`src/rtl/ultrasonic_ranger_mc.sv`:
```
// Round-robin multi-channel HC-SR04 ranger: one sensor at a time, echo width to mm without a divider.
// Define ULTRASONIC_AVG_EN to report a per-channel (3*prev + new)/4 running average instead of raw mm.
module ultrasonic_ranger_mc #(
    parameter int CLK_HZ       = 50000000,
    parameter int NUM_CH       = 4,
    parameter int DIST_W       = 16,
    parameter int TRIG_US      = 10,
    parameter int ECHO_WAIT_US = 30000,
    parameter int MAX_ECHO_US  = 25000,
    parameter int PERIOD_US    = 60000,
    localparam int CH_W        = (NUM_CH > 1) ? $clog2(NUM_CH) : 1
) (
    input  logic              clk,
    input  logic              reset,
    input  logic              enable,
    input  logic [NUM_CH-1:0] echo,
    output logic [NUM_CH-1:0] trigger,
    output logic [DIST_W-1:0] distance,
    output logic [CH_W-1:0]   dist_ch,
    output logic              valid,
    output logic              timeout,
    output logic              busy
);
    localparam int CYC_US     = CLK_HZ / 1000000;
    localparam int CYC_PER_MM = (2 * CLK_HZ + 171500) / 343000;
    localparam int TRIG_CYC   = TRIG_US * CYC_US;
    localparam int WAIT_CYC   = ECHO_WAIT_US * CYC_US;
    localparam int MAX_CYC    = MAX_ECHO_US * CYC_US;
    localparam int PERIOD_CYC = PERIOD_US * CYC_US;
    localparam int T_MAX1     = (TRIG_CYC > WAIT_CYC) ? TRIG_CYC : WAIT_CYC;
    localparam int T_MAX2     = (MAX_CYC > PERIOD_CYC) ? MAX_CYC : PERIOD_CYC;
    localparam int T_MAX      = (T_MAX1 > T_MAX2) ? T_MAX1 : T_MAX2;
    localparam int TMR_W      = $clog2(T_MAX + 1);
    localparam int PRE_W      = (CYC_PER_MM > 1) ? $clog2(CYC_PER_MM) : 1;

    typedef enum logic [2:0] {S_IDLE, S_TRIG, S_WAIT, S_MEAS, S_REPORT, S_HOLD} state_t;

    state_t            state_q, state_d;
    logic [CH_W-1:0]   ch_q, ch_d, ch_next;
    logic [TMR_W-1:0]  timer_q, timer_d, period_q, period_d;
    logic [PRE_W-1:0]  presc_q, presc_d, step_presc, cnt_presc;
    logic [DIST_W-1:0] mm_q, mm_d, step_mm, cnt_mm;
    logic [NUM_CH-1:0] sync1_q, sync1_d, sync2_q, sync2_d, trigger_q, trigger_d;
    logic              sel_echo, sel_prev_q, sel_prev_d, echo_rise;
    logic [DIST_W-1:0] distance_q, distance_d, rep_mm, rep_out;
    logic [CH_W-1:0]   dist_ch_q, dist_ch_d;
    logic              valid_q, valid_d, timeout_q, timeout_d, busy_q, busy_d;
    logic              rep_go, rep_to;
`ifdef ULTRASONIC_AVG_EN
    logic [DIST_W-1:0] avg_q [NUM_CH];
    logic [DIST_W-1:0] avg_d [NUM_CH];
    logic [NUM_CH-1:0] seen_q, seen_d;
    logic [DIST_W+1:0] blend;
`endif

    always_comb begin
        sync1_d    = echo;
        sync2_d    = sync1_q;
        sel_echo   = sync2_q[ch_q];
        sel_prev_d = sel_echo;
        echo_rise  = sel_echo & ~sel_prev_q;
        ch_next    = (ch_q == CH_W'(NUM_CH - 1)) ? '0 : ch_q + 1'b1;

        // The cycle that recognises the echo rise is itself counted, so MEASURE
        // entry steps the prescaler from zero instead of from the held values.
        step_presc = (state_q == S_MEAS) ? presc_q : '0;
        step_mm    = (state_q == S_MEAS) ? mm_q : '0;
        if (step_presc == PRE_W'(CYC_PER_MM - 1)) begin
            cnt_presc = '0;
            cnt_mm    = (&step_mm) ? step_mm : step_mm + 1'b1;
        end else begin
            cnt_presc = step_presc + 1'b1;
            cnt_mm    = step_mm;
        end

        state_d    = state_q;
        ch_d       = ch_q;
        timer_d    = timer_q;
        period_d   = period_q;
        presc_d    = presc_q;
        mm_d       = mm_q;
        trigger_d  = trigger_q;
        distance_d = distance_q;
        dist_ch_d  = dist_ch_q;
        timeout_d  = timeout_q;
        valid_d    = 1'b0;
        rep_go     = 1'b0;
        rep_to     = 1'b0;
        rep_mm     = mm_q;

        if (state_q != S_IDLE && period_q != TMR_W'(PERIOD_CYC))
            period_d = period_q + 1'b1;

        case (state_q)
            S_IDLE: begin
                if (enable) begin
                    state_d         = S_TRIG;
                    timer_d         = '0;
                    period_d        = '0;
                    trigger_d       = '0;
                    trigger_d[ch_q] = 1'b1;
                end
            end
            S_TRIG: begin
                if (timer_q == TMR_W'(TRIG_CYC - 1)) begin
                    state_d   = S_WAIT;
                    timer_d   = '0;
                    trigger_d = '0;
                end else begin
                    timer_d = timer_q + 1'b1;
                end
            end
            S_WAIT: begin
                if (echo_rise) begin
                    state_d = S_MEAS;
                    timer_d = TMR_W'(1);
                    presc_d = cnt_presc;
                    mm_d    = cnt_mm;
                end else if (timer_q == TMR_W'(WAIT_CYC - 1)) begin
                    rep_go = 1'b1;
                    rep_to = 1'b1;
                end else begin
                    timer_d = timer_q + 1'b1;
                end
            end
            S_MEAS: begin
                // A fall on the same cycle as the limit still reports a distance.
                if (!sel_echo) begin
                    rep_go = 1'b1;
                end else if (timer_q == TMR_W'(MAX_CYC)) begin
                    rep_go = 1'b1;
                    rep_to = 1'b1;
                end else begin
                    timer_d = timer_q + 1'b1;
                    presc_d = cnt_presc;
                    mm_d    = cnt_mm;
                end
            end
            S_REPORT: state_d = S_HOLD;
            S_HOLD: begin
                if (period_q >= TMR_W'(PERIOD_CYC - 1)) begin
                    ch_d = ch_next;
                    if (enable) begin
                        state_d            = S_TRIG;
                        timer_d            = '0;
                        period_d           = '0;
                        trigger_d          = '0;
                        trigger_d[ch_next] = 1'b1;
                    end else begin
                        state_d = S_IDLE;
                    end
                end
            end
            default: state_d = S_IDLE;
        endcase

        rep_out = rep_mm;
`ifdef ULTRASONIC_AVG_EN
        avg_d  = avg_q;
        seen_d = seen_q;
        blend  = ({2'b00, avg_q[ch_q]} + {1'b0, avg_q[ch_q], 1'b0} + {2'b00, rep_mm}) >> 2;
        if (seen_q[ch_q])
            rep_out = blend[DIST_W-1:0];
        if (rep_go && !rep_to) begin
            avg_d[ch_q]  = rep_out;
            seen_d[ch_q] = 1'b1;
        end
`endif

        if (rep_go) begin
            state_d    = S_REPORT;
            valid_d    = 1'b1;
            dist_ch_d  = ch_q;
            timeout_d  = rep_to;
            distance_d = rep_to ? '1 : rep_out;
        end
        busy_d = (state_d != S_IDLE);
    end

    always_ff @(posedge clk) begin
        if (!reset) begin
            state_q    <= S_IDLE;
            ch_q       <= '0;
            timer_q    <= '0;
            period_q   <= '0;
            presc_q    <= '0;
            mm_q       <= '0;
            sync1_q    <= '0;
            sync2_q    <= '0;
            sel_prev_q <= 1'b0;
            trigger_q  <= '0;
            distance_q <= '0;
            dist_ch_q  <= '0;
            valid_q    <= 1'b0;
            timeout_q  <= 1'b0;
            busy_q     <= 1'b0;
`ifdef ULTRASONIC_AVG_EN
            for (int i = 0; i < NUM_CH; i++) avg_q[i] <= '0;
            seen_q <= '0;
`endif
        end else begin
            state_q    <= state_d;
            ch_q       <= ch_d;
            timer_q    <= timer_d;
            period_q   <= period_d;
            presc_q    <= presc_d;
            mm_q       <= mm_d;
            sync1_q    <= sync1_d;
            sync2_q    <= sync2_d;
            sel_prev_q <= sel_prev_d;
            trigger_q  <= trigger_d;
            distance_q <= distance_d;
            dist_ch_q  <= dist_ch_d;
            valid_q    <= valid_d;
            timeout_q  <= timeout_d;
            busy_q     <= busy_d;
`ifdef ULTRASONIC_AVG_EN
            avg_q  <= avg_d;
            seen_q <= seen_d;
`endif
        end
    end

    assign trigger  = trigger_q;
    assign distance = distance_q;
    assign dist_ch  = dist_ch_q;
    assign valid    = valid_q;
    assign timeout  = timeout_q;
    assign busy     = busy_q;
endmodule

```
`config.mk`:
```
export PLATFORM = sky130hd
export DESIGN_NAME = ultrasonic_ranger_mc
export DESIGN_NICKNAME = d
export VERILOG_FILES = /design/src/rtl/ultrasonic_ranger_mc.sv
export SDC_FILE = /design/constraint.sdc
export NUM_CORES = 1
export LEC_CHECK = 0
export CAP_MARGIN = 20
export CORE_MARGIN = 3
export CORE_UTILIZATION = 44
export CTS_CLUSTER_SIZE = 40
export DETAILED_ROUTE_END_ITERATION = 8
export MAX_ROUTING_LAYER = met4
export SETUP_SLACK_MARGIN = 0.05
export SLEW_MARGIN = 20
export SYNTH_ARGS = -nofsm -noshare
export SYNTH_HDL_FRONTEND = slang
export SYNTH_SLANG_ARGS = --single-unit
```
`constraint.sdc`:
```
create_clock -name clk -period 9.02 [get_ports clk]
set_input_delay 1.804 -clock clk [delete_from_list [all_inputs] [get_ports clk]]
set_output_delay 1.804 -clock clk [all_outputs]
set_load 0.05 [all_outputs]
```
After elaboration in Yosys (flattened, before gate mapping) --
Cells that the tools add are included.
Word-level totals: logic and storage cells 113, bits of input ports 7, bits in registers 108
Cells by class: multiplexer cells 53, order comparisons 5, reduce and logical (&&, ||, !) cells 14, bitwise operators 2, equality and inequality tests 19, add/sub/neg operators 5
Operators with widths (count):
- $mux 22 | 10
- $mux 16 | 7
- $pmux 22 s5 | 1
- $mux 9 | 5
- $add 22x1->22 const B | 2
- $eq 22x21->1 const B | 2
- $pmux 22 s2 | 1
- $pmux 16 s2 | 1
- $eq 22x9->1 const B | 1
- $ge 22x22->1 const B | 1
- $ne 22x22->1 const B | 1
- $pmux 3 s6 | 1
- $pmux 9 s2 | 1
- $add 16x1->16 const B | 1
- $mux 4 | 4
- $reduce_and 16->1 | 1
- $mux 3 | 5
- $ne 2x2->1 const B | 7
- $pmux 4 s3 | 1
- $mux 1 | 10
- $reduce_and 5->1 | 2
- $add 9x1->9 const B | 1
- $eq 9x9->1 const B | 1
- $reduce_bool 3->1 | 3
- 20 further kinds | 28

Logic depth before layout (Yosys ltp) --
Gate-level depths: netlist (run 1).
word-level depth 9, mapped depth 11, gate-level depth less buffers 9

Worst setup path before layout (run 1) --
No wires, ideal clock.
kind register to register, start reg state_q[2], end reg mm_q[13], path slack 6190 ps, library setup time 115 ps, required time 8905 ps, arrival time 2715 ps, stages on the path, launching flop included 12, path through dfxtp_1 -> clkbuf_2 -> and3b_1 -> clkbuf_1 -> and2_1 -> ha_1 -> nor4bb_1 -> nand4_1 -> a31o_2 -> nor4_4 -> a21oi_1 -> o21a_1
Between the ends: cells in the longest elaborated chain, start to end 8, elaborated cells between the ends (all ways) 18
RTL lines:
- start: declaration | line 38 | state_t state_q, state_d;
- start signal: assignment | line 202 | state_q <= state_d;
- $eq 3x2->1 | line 66, 67, 94
- $mux 16 | line 67 | step_mm = (state_q == S_MEAS) ? mm_q : '0;
- $add 16x1->16 / $reduce_and 16->1 (equally long branches) | line 70 | cnt_mm = (&step_mm) ? step_mm : step_mm + 1'b1;
- $mux 16 | line 70
- $mux 16 | line 68 | if (step_presc == PRE_W'(CYC_PER_MM - 1)) begin
- $mux 16 | line 130 | end else if (timer_q == TMR_W'(MAX_CYC)) begin
- $mux 16 | line 128 | if (!sel_echo) begin
- $pmux 16 s2 | line 94 | case (state_q)
- end signal: assignment | line 207 | mm_q <= mm_d;
- end: declaration | line 42 | logic [DIST_W-1:0] mm_q, mm_d, step_mm, cnt_mm;
Parallel ways exist; a longest one is shown, timed or not. The select of a mux whose other input is x is not followed. A chain may end at the register's enable or synchronous reset.

Final worst setup path (run 1) --
start reg state_q[0], end reg mm_q[13]
The elaborated chain is that of the path after synthesis.

==> results.toml, run 1 <==
[global_route]
grt_pass1_vias = 4672
globalRouteOverflowTotal = 0
grt_max_degree = 49
antenna_found_initial = 0
grt_pass1_wl_mm = 23.0
groute.usage.overall_pct = 19.9

[timing]
worst_slew_pin_slew_ns = 0.988
final.setup.worst_slack_ns = 5.31
setup_tns_ns = 0
hold-worst-slack_ns = 0.437
rsz0062_at_grt = "no"
hold_viol_final = 0
fin_crit_ns = 3.71
relSlewSlack_pct = 34.1
clock_skew_ns = 0.00647
post-route-period-util_pct = 41.2
drv_slew = 0
clock.fmax_mhz = 269
finalSetupViolations = 0

[yosys]
syn_area_sq_um = 5690
yosysTopAreaCell = "dfxtp_1"
syn-num-nets = 699
synth-edff-count = 0
ys_ff_latch = 108
synth-async-reset-ratio_pct = 0
synth_most_common_cell = "dfxtp_1"
syn_avg_cell_area_sq_um = 8.39
synth_top_area_share_pct = 38.0
syn_inst = 678
ys.flop_type = "dfxtp_1"
yosysWarnings = 0
ys_top_cells_by_area = "dfxtp_1 (38%), nand2_1 (4.2%), nor2_1 (3.9%)"
ys_seq_area_share_pct = 38.0
synth_common_cells = "dfxtp_1 (108), nand2_1 (63), nor2_1 (59)"
ys_types = 67

[min_path]
whs_endpoint = "sync2_q[3]"
hold_path_class = "flop to flop"
hold_start = "sync1_q[3]"
min_path_cells = 1

[cts]
cts_buffer_depth = 2
holdBufCountCts = 0
clkLatencyLatePin_ns = 0.36
cts_tree = "done"
postCtsSetupBuffers = 0
cts.sinks = 108
cts_root_buffer = "clkbuf_16"
cts_made_buffers = 9
clk_pin_slew_ns = 0.08
postCtsResizedCells = 0
htree_levels = 3

[power]
power.switching_mw = 0.230
vdd_drop_max_uv = 140
switching_share_pct = 24.2
p_int_mw = 0.717
clockPowerShare_pct = 44.4
seqPwrFrac_pct = 51.2
p_leak_nw = 2.07
power_density_nw_per_um2 = 149
comb_power_share_pct = 4.4

[floorplan]
die_area_sq_um = 14300
pin_count = 32
die_w_um = 120
initial_core_util_pct = 46.2
rows = 40
core_sq_um = 12300
die_h_um = 120

[setup_path]
crit_type = "flop to flop"
required_ns = 9.29
worst_setup_path_start_kind = "flop"
cp_num_buf_inv = 0
rrSetupSlack_ns = 5.31
reg2reg_depth = 9
max_stage_delay_ns = 0.80
r2r_start = "state_q[0]"
cp_data_arrival_time_ns = 3.98
worstSetupEndpointType = "flop"
cp_max_fo = 24
cp_top_family = "simple AND/OR/NAND/NOR gates"
cpMaxStageDelayCell = "dfxtp_1"
r2r_end = "mm_q[13]"
crit_chain = "and3b_1 -> and2_1 -> ha_1 -> nor4bb_1 -> nand4_1 -> a31o_2 -> nor4_4 -> a21oi_1 -> o21a_1"

[cells_and_area]
diodes = 0
fillers = 1202
seqCellArea_sq_um = 2160
drive_above_1_share_pct = 7.98
fin_nets = 705
syn_to_final_growth_pct = 11.9
multi_input_comb_area_sq_um = 3230

[drt]
drt_first_pass_iters = 4
vias = 5023
drtIter0Drc = 385
drc = 0
wl_per_cell_um = 15.9
wl_mm = 13.6
via_per_inst = 5.86
postRouteAntennaNets = 0

[place]
pre_cts_ws_ns = 5.15
portBuffers = 31
gp_congestion = 0.910
dpl.hpwl_mm = 9.23

[run]
max_cap_viol_count = 0

[status]
status = "finished, final reports clean"
[layout by cell type, fill, tap and decap left out, types with 11 or more instances in the layout]
cell / Yosys / layout
a21oi_1: 30 / 29
and2_1: 19 / 19
and3_1: 12 / 12
and4_1: 11 / 11
clkdlybuf4s50_1: 0 / 30
dfxtp_1: 108 / 108
ha_1: 14 / 14
inv_1: 35 / 35
nand2_1: 63 / 62
nand3_1: 38 / 38
nand4_1: 27 / 27
nor2_1: 59 / 59
nor3_1: 19 / 19
nor4_1: 13 / 13
o211ai_1: 21 / 21
o21ai_0: 23 / 23
o221a_2: 16 / 16
xnor2_1: 24 / 24
[per-layer routing]
layer / vias to the layer above / track usage (%) / share of wire [%]
li1: 2482 / - / -
met1: 2396 / 26.4 / 49
met2: 120 / 30.0 / 44
met3: 25 / 5.23 / 5.0
met4: 0 / 5.80 / 1.9
met5: - / - / 0
[sequential cells by signal (all words and copies together), names as in the netlist]
register and flops:
busy 1, ch_q 2, dist_ch 2, distance 16
mm_q 16, period_q 22, presc_q 9, sel_prev_q 1
state_q 3, sync1_q 4, sync2_q 4, timeout 1
timer_q 22, trigger 4, valid 1
[power by group through the flow]
stage	logic, mW	clock network [mW]	registers [mW]
5_1_grt	0.0451	0.453	0.486
6_report	0.0412	0.420	0.485
2_1_floorplan	0.0265	0	0.499
3_3_place_gp	0.0403	0	0.496
4_1_cts	0.0410	0.433	0.485
3_5_place_dp	0.0408	0	0.496
[kinds of logic after synthesis]
kind of cell	share of synthesized area [%]
multiplexers	2.22
buffers and inverters	5.32
AND/OR/NAND/NOR	29.9
XOR/XNOR	4.62
flip-flops	38.0
adder cells (fa/ha/maj)	3.08
AO/OA/AOI/OAI	16.9
[area by class of cell]
| cell class | instances | area share (%) |
|---|---|---|
| multi-input combinational | 497 | 50.8 |
| sequential | 108 | 33.9 |
| timing repair buffer | 33 | 5.03 |
| clock buffer | 9 | 3.54 |
| tap | 168 | 3.30 |
| inverter | 35 | 2.06 |
| clock inverter | 7 | 1.37 |
[worst max-delay path by stage]
stage	cells after the start	end	slack (ns)	from
2_1_floorplan	11	mm_q[13]	6.19	state_q[2]
3_3_place_gp	5	timer_q[8]	5.28	reset
3_5_place_dp	6	timer_q[6]	5.15	reset
4_1_cts	9	mm_q[13]	5.34	state_q[0]
5_1_grt	9	mm_q[13]	5.00	state_q[0]
6_report	9	mm_q[13]	5.31	state_q[0]
[through the flow]
| step | instances | total power, mW | area [sq um] | utilization, % |
|---|---|---|---|---|
| 6_report | 857 | 0.947 | 6370 | 51.7 |
| 2_1_floorplan | 678 | 0.525 | 5690 | - |
| 4_1_cts | 857 | 0.959 | 6370 | 51.7 |
| 3_3_place_gp | 841 | 0.536 | 6050 | 49.2 |
| 3_5_place_dp | 841 | 0.537 | 6050 | 49.2 |
| 5_1_grt | 857 | 0.984 | 6370 | 51.7 |
(Power assumes the default switching activity.)
==> run 2, diff against run 1 <==
==> constraint.sdc (replaced) <==
create_clock -name clk -period 3 [get_ports clk]
set_input_delay 0.6 -clock clk [delete_from_list [all_inputs] [get_ports clk]]
set_output_delay 0.6 -clock clk [all_outputs]
set_load 0.05 [all_outputs]
==> run 2 against run 1 <==
  * Critical endpoint is now mm_q[10]
  * First-iteration DRC count rose by 17%
  * Worst setup slack got worse by 5.1 ns
  * Wire length is 1.0% higher
  * Maximum frequency increased by 33%
  * Core utilization rose by 0.49 points
==> results.toml, run 2 (same netlist as run 1, synthesis figures left out) <==
[floorplan]
die_h_um = 120
die_area_sq_um = 14300
pin_count = 32
core_sq_um = 12300
initial_core_util_pct = 46.2
rows = 40
die_w_um = 120

[setup_path]
crit_type = "flop to flop"
max_stage_delay_ns = 0.48
reg2reg_depth = 10
cp_top_family = "simple AND/OR/NAND/NOR gates"
cpMaxStageDelayCell = "a2111oi_4"
worst_setup_path_start_kind = "flop"
cp_max_fo = 8
cp_num_buf_inv = 1
crit_chain = "and3b_1 -> buf_4 -> and2_1 -> ha_1 -> nand3_1 -> or3_1 -> a2111oi_4 -> nand4_1 -> xnor2_1 -> nor2_1"
r2r_end = "mm_q[10]"
critical_path_depth = 10
worstSetupEndpointType = "flop"
r2r_start = "state_q[2]"
critical_path.startpoint = "state_q[2]"
cp_data_arrival_time_ns = 3.03
endpoint = "mm_q[10]"
rrSetupSlack_ns = 0.21
required_ns = 3.24

[global_route]
globalRouteOverflowTotal = 0
groute.usage.overall_pct = 20.3
grt_pass1_wl_mm = 23.3
antenna_found_initial = 0
grt_max_degree = 48
grt_pass1_vias = 4800

[drt]
drtIter0Drc = 451
wl_per_cell_um = 15.8
via_per_inst = 5.82
drc = 0
postRouteAntennaNets = 0
wl_mm = 13.8
drt_first_pass_iters = 5
vias = 5060

[timing]
relSlewSlack_pct = 49.8
drv_slew = 0
hold_viol_final = 0
worst_slew_pin_slew_ns = 0.753
clock.fmax_mhz = 358
post-route-period-util_pct = 93.1
rsz0062_at_grt = "no"
setup_tns_ns = 0
finalSetupViolations = 0
fin_crit_ns = 2.79
clock_skew_ns = 0.0114

[power]
power_density_nw_per_um2 = 427
finalPower_mw = 2.75
seqPwrFrac_pct = 53.0
p_int_mw = 2.07
comb_power_share_pct = 4.9
vdd_drop_max_uv = 295
p_leak_nw = 2.12
clockPowerShare_pct = 42.2
switching_share_pct = 24.6
power.switching_mw = 0.675

[place]
dpl.hpwl_mm = 9.45
gp_congestion = 0.886
portBuffers = 31
dpl_cell_area_sq_um = 6130

[cts]
holdBufCountCts = 0
cts_made_buffers = 9
cts_root_buffer = "clkbuf_16"
clk_pin_slew_ns = 0.08
clkLatencyLatePin_ns = 0.36
cts_buffer_depth = 2
cts.sinks = 108
cts_tree = "done"
htree_levels = 3

[cells_and_area]
fin_nets = 718
drive_above_1_share_pct = 9.26
layout_commonest_cell = "dfxtp_1"
most-common-layout-cells = "dfxtp_1 (108), nand2_1 (63), nor2_1 (59), nand3_1 (38), inv_1 (35)"
multi_input_comb_area_sq_um = 3230
diodes = 0
stdcell_area_sq_um = 6430
fillers = 1191
seqCellArea_sq_um = 2160
syn_to_final_growth_pct = 13.0
reg_top3 = "period_q: 22 flops, timer_q: 22 flops"

[run]
max_cap_viol_count = 0

[status]
status = "finished, final reports clean"

[min_path]
hold_path_class = "flop to flop"
==> run 2: changes by cell type in the layout (fill, tap and decap cells not counted), sizes merged <==
cell      delta
buf         +13
bufinv       -1
clkbuf       +1
clkinvlp     +1
inv          -1
==> run 2: layer usage <==
metal	part of all wire [%]	GRT usage, %	up-vias
met2	46	31.3	126
met3	4.8	4.48	12
li1	-	-	2505
met1	49	27.1	2417
met5	0	-	-
met4	0.86	5.44	0
==> run 2: area by class of cell <==
class                      instances  share of cell area, %
timing repair buffer              46                   6.50
tap                              168                   3.27
clock buffer                      10                   3.56
inverter                          35                   2.04
sequential                       108                   33.6
multi-input combinational        497                   50.2
clock inverter                     6                  0.817
==> run 2: through the flow <==
| stage | setup WS [ns] | utilization (%) | std cells | hold slack [ns] |
|---|---|---|---|---|
| 5_1_grt | 0.0720 | 52.2 | 870 | 0.462 |
| 3_3_place_gp | 0.283 | 49.8 | 852 | 0.418 |
| 4_1_cts | 0.0567 | 52.1 | 868 | 0.440 |
| 2_1_floorplan | 0.170 | - | 678 | 0.412 |
| 6_report | 0.206 | 52.2 | 870 | 0.440 |
| 3_5_place_dp | 0.0829 | 49.8 | 852 | 0.421 |
==> run 2: power groups by stage <==
stage | logic [mW] | clock network (mW) | registers, mW
detailed placement | 0.133 | 0 | 1.49
global route | 0.146 | 1.25 | 1.46
global placement | 0.132 | 0 | 1.49
CTS | 0.134 | 1.19 | 1.45
finish | 0.134 | 1.16 | 1.45
floorplan | 0.0797 | 0 | 1.50
==> run 2: worst min-delay path by stage <==
stage                 end  cells after the start  slack [ns]       start
3_5_place_dp   sync2_q[2]                      1        0.42  sync1_q[2]
6_report       sync2_q[0]                      1        0.44  sync1_q[0]
5_1_grt        sync2_q[0]                      1        0.46  sync1_q[0]
3_3_place_gp   sync2_q[2]                      1        0.42  sync1_q[2]
2_1_floorplan  sync2_q[0]                      1        0.41  sync1_q[0]
4_1_cts        sync2_q[2]                      1        0.44  sync1_q[2]
==> run 2: what timing repair did <==
action / 4_1_cts / 5_1_grt
buffers inserted: 0 / 2
hold endpoints to repair: 0 / 0
endpoints found under the setup margin: 0 / 10
resized for setup: 0 / 0
==> run 3, diff against run 2 <==
--- a/config.mk
+++ b/config.mk
@@ -5,9 +5,11 @@
 export SDC_FILE = /design/constraint.sdc
 export NUM_CORES = 1
 export LEC_CHECK = 0
+export ABC_CLOCK_PERIOD_IN_PS = 3000
 export CAP_MARGIN = 20
 export CORE_MARGIN = 3
 export CORE_UTILIZATION = 44
+export CTS_CLUSTER_DIAMETER = 40
 export CTS_CLUSTER_SIZE = 40
 export DETAILED_ROUTE_END_ITERATION = 8
 export MAX_ROUTING_LAYER = met4
==> results of run 3 <==
Same layout as run 2: the final DEF is identical, and so are final timing and power.
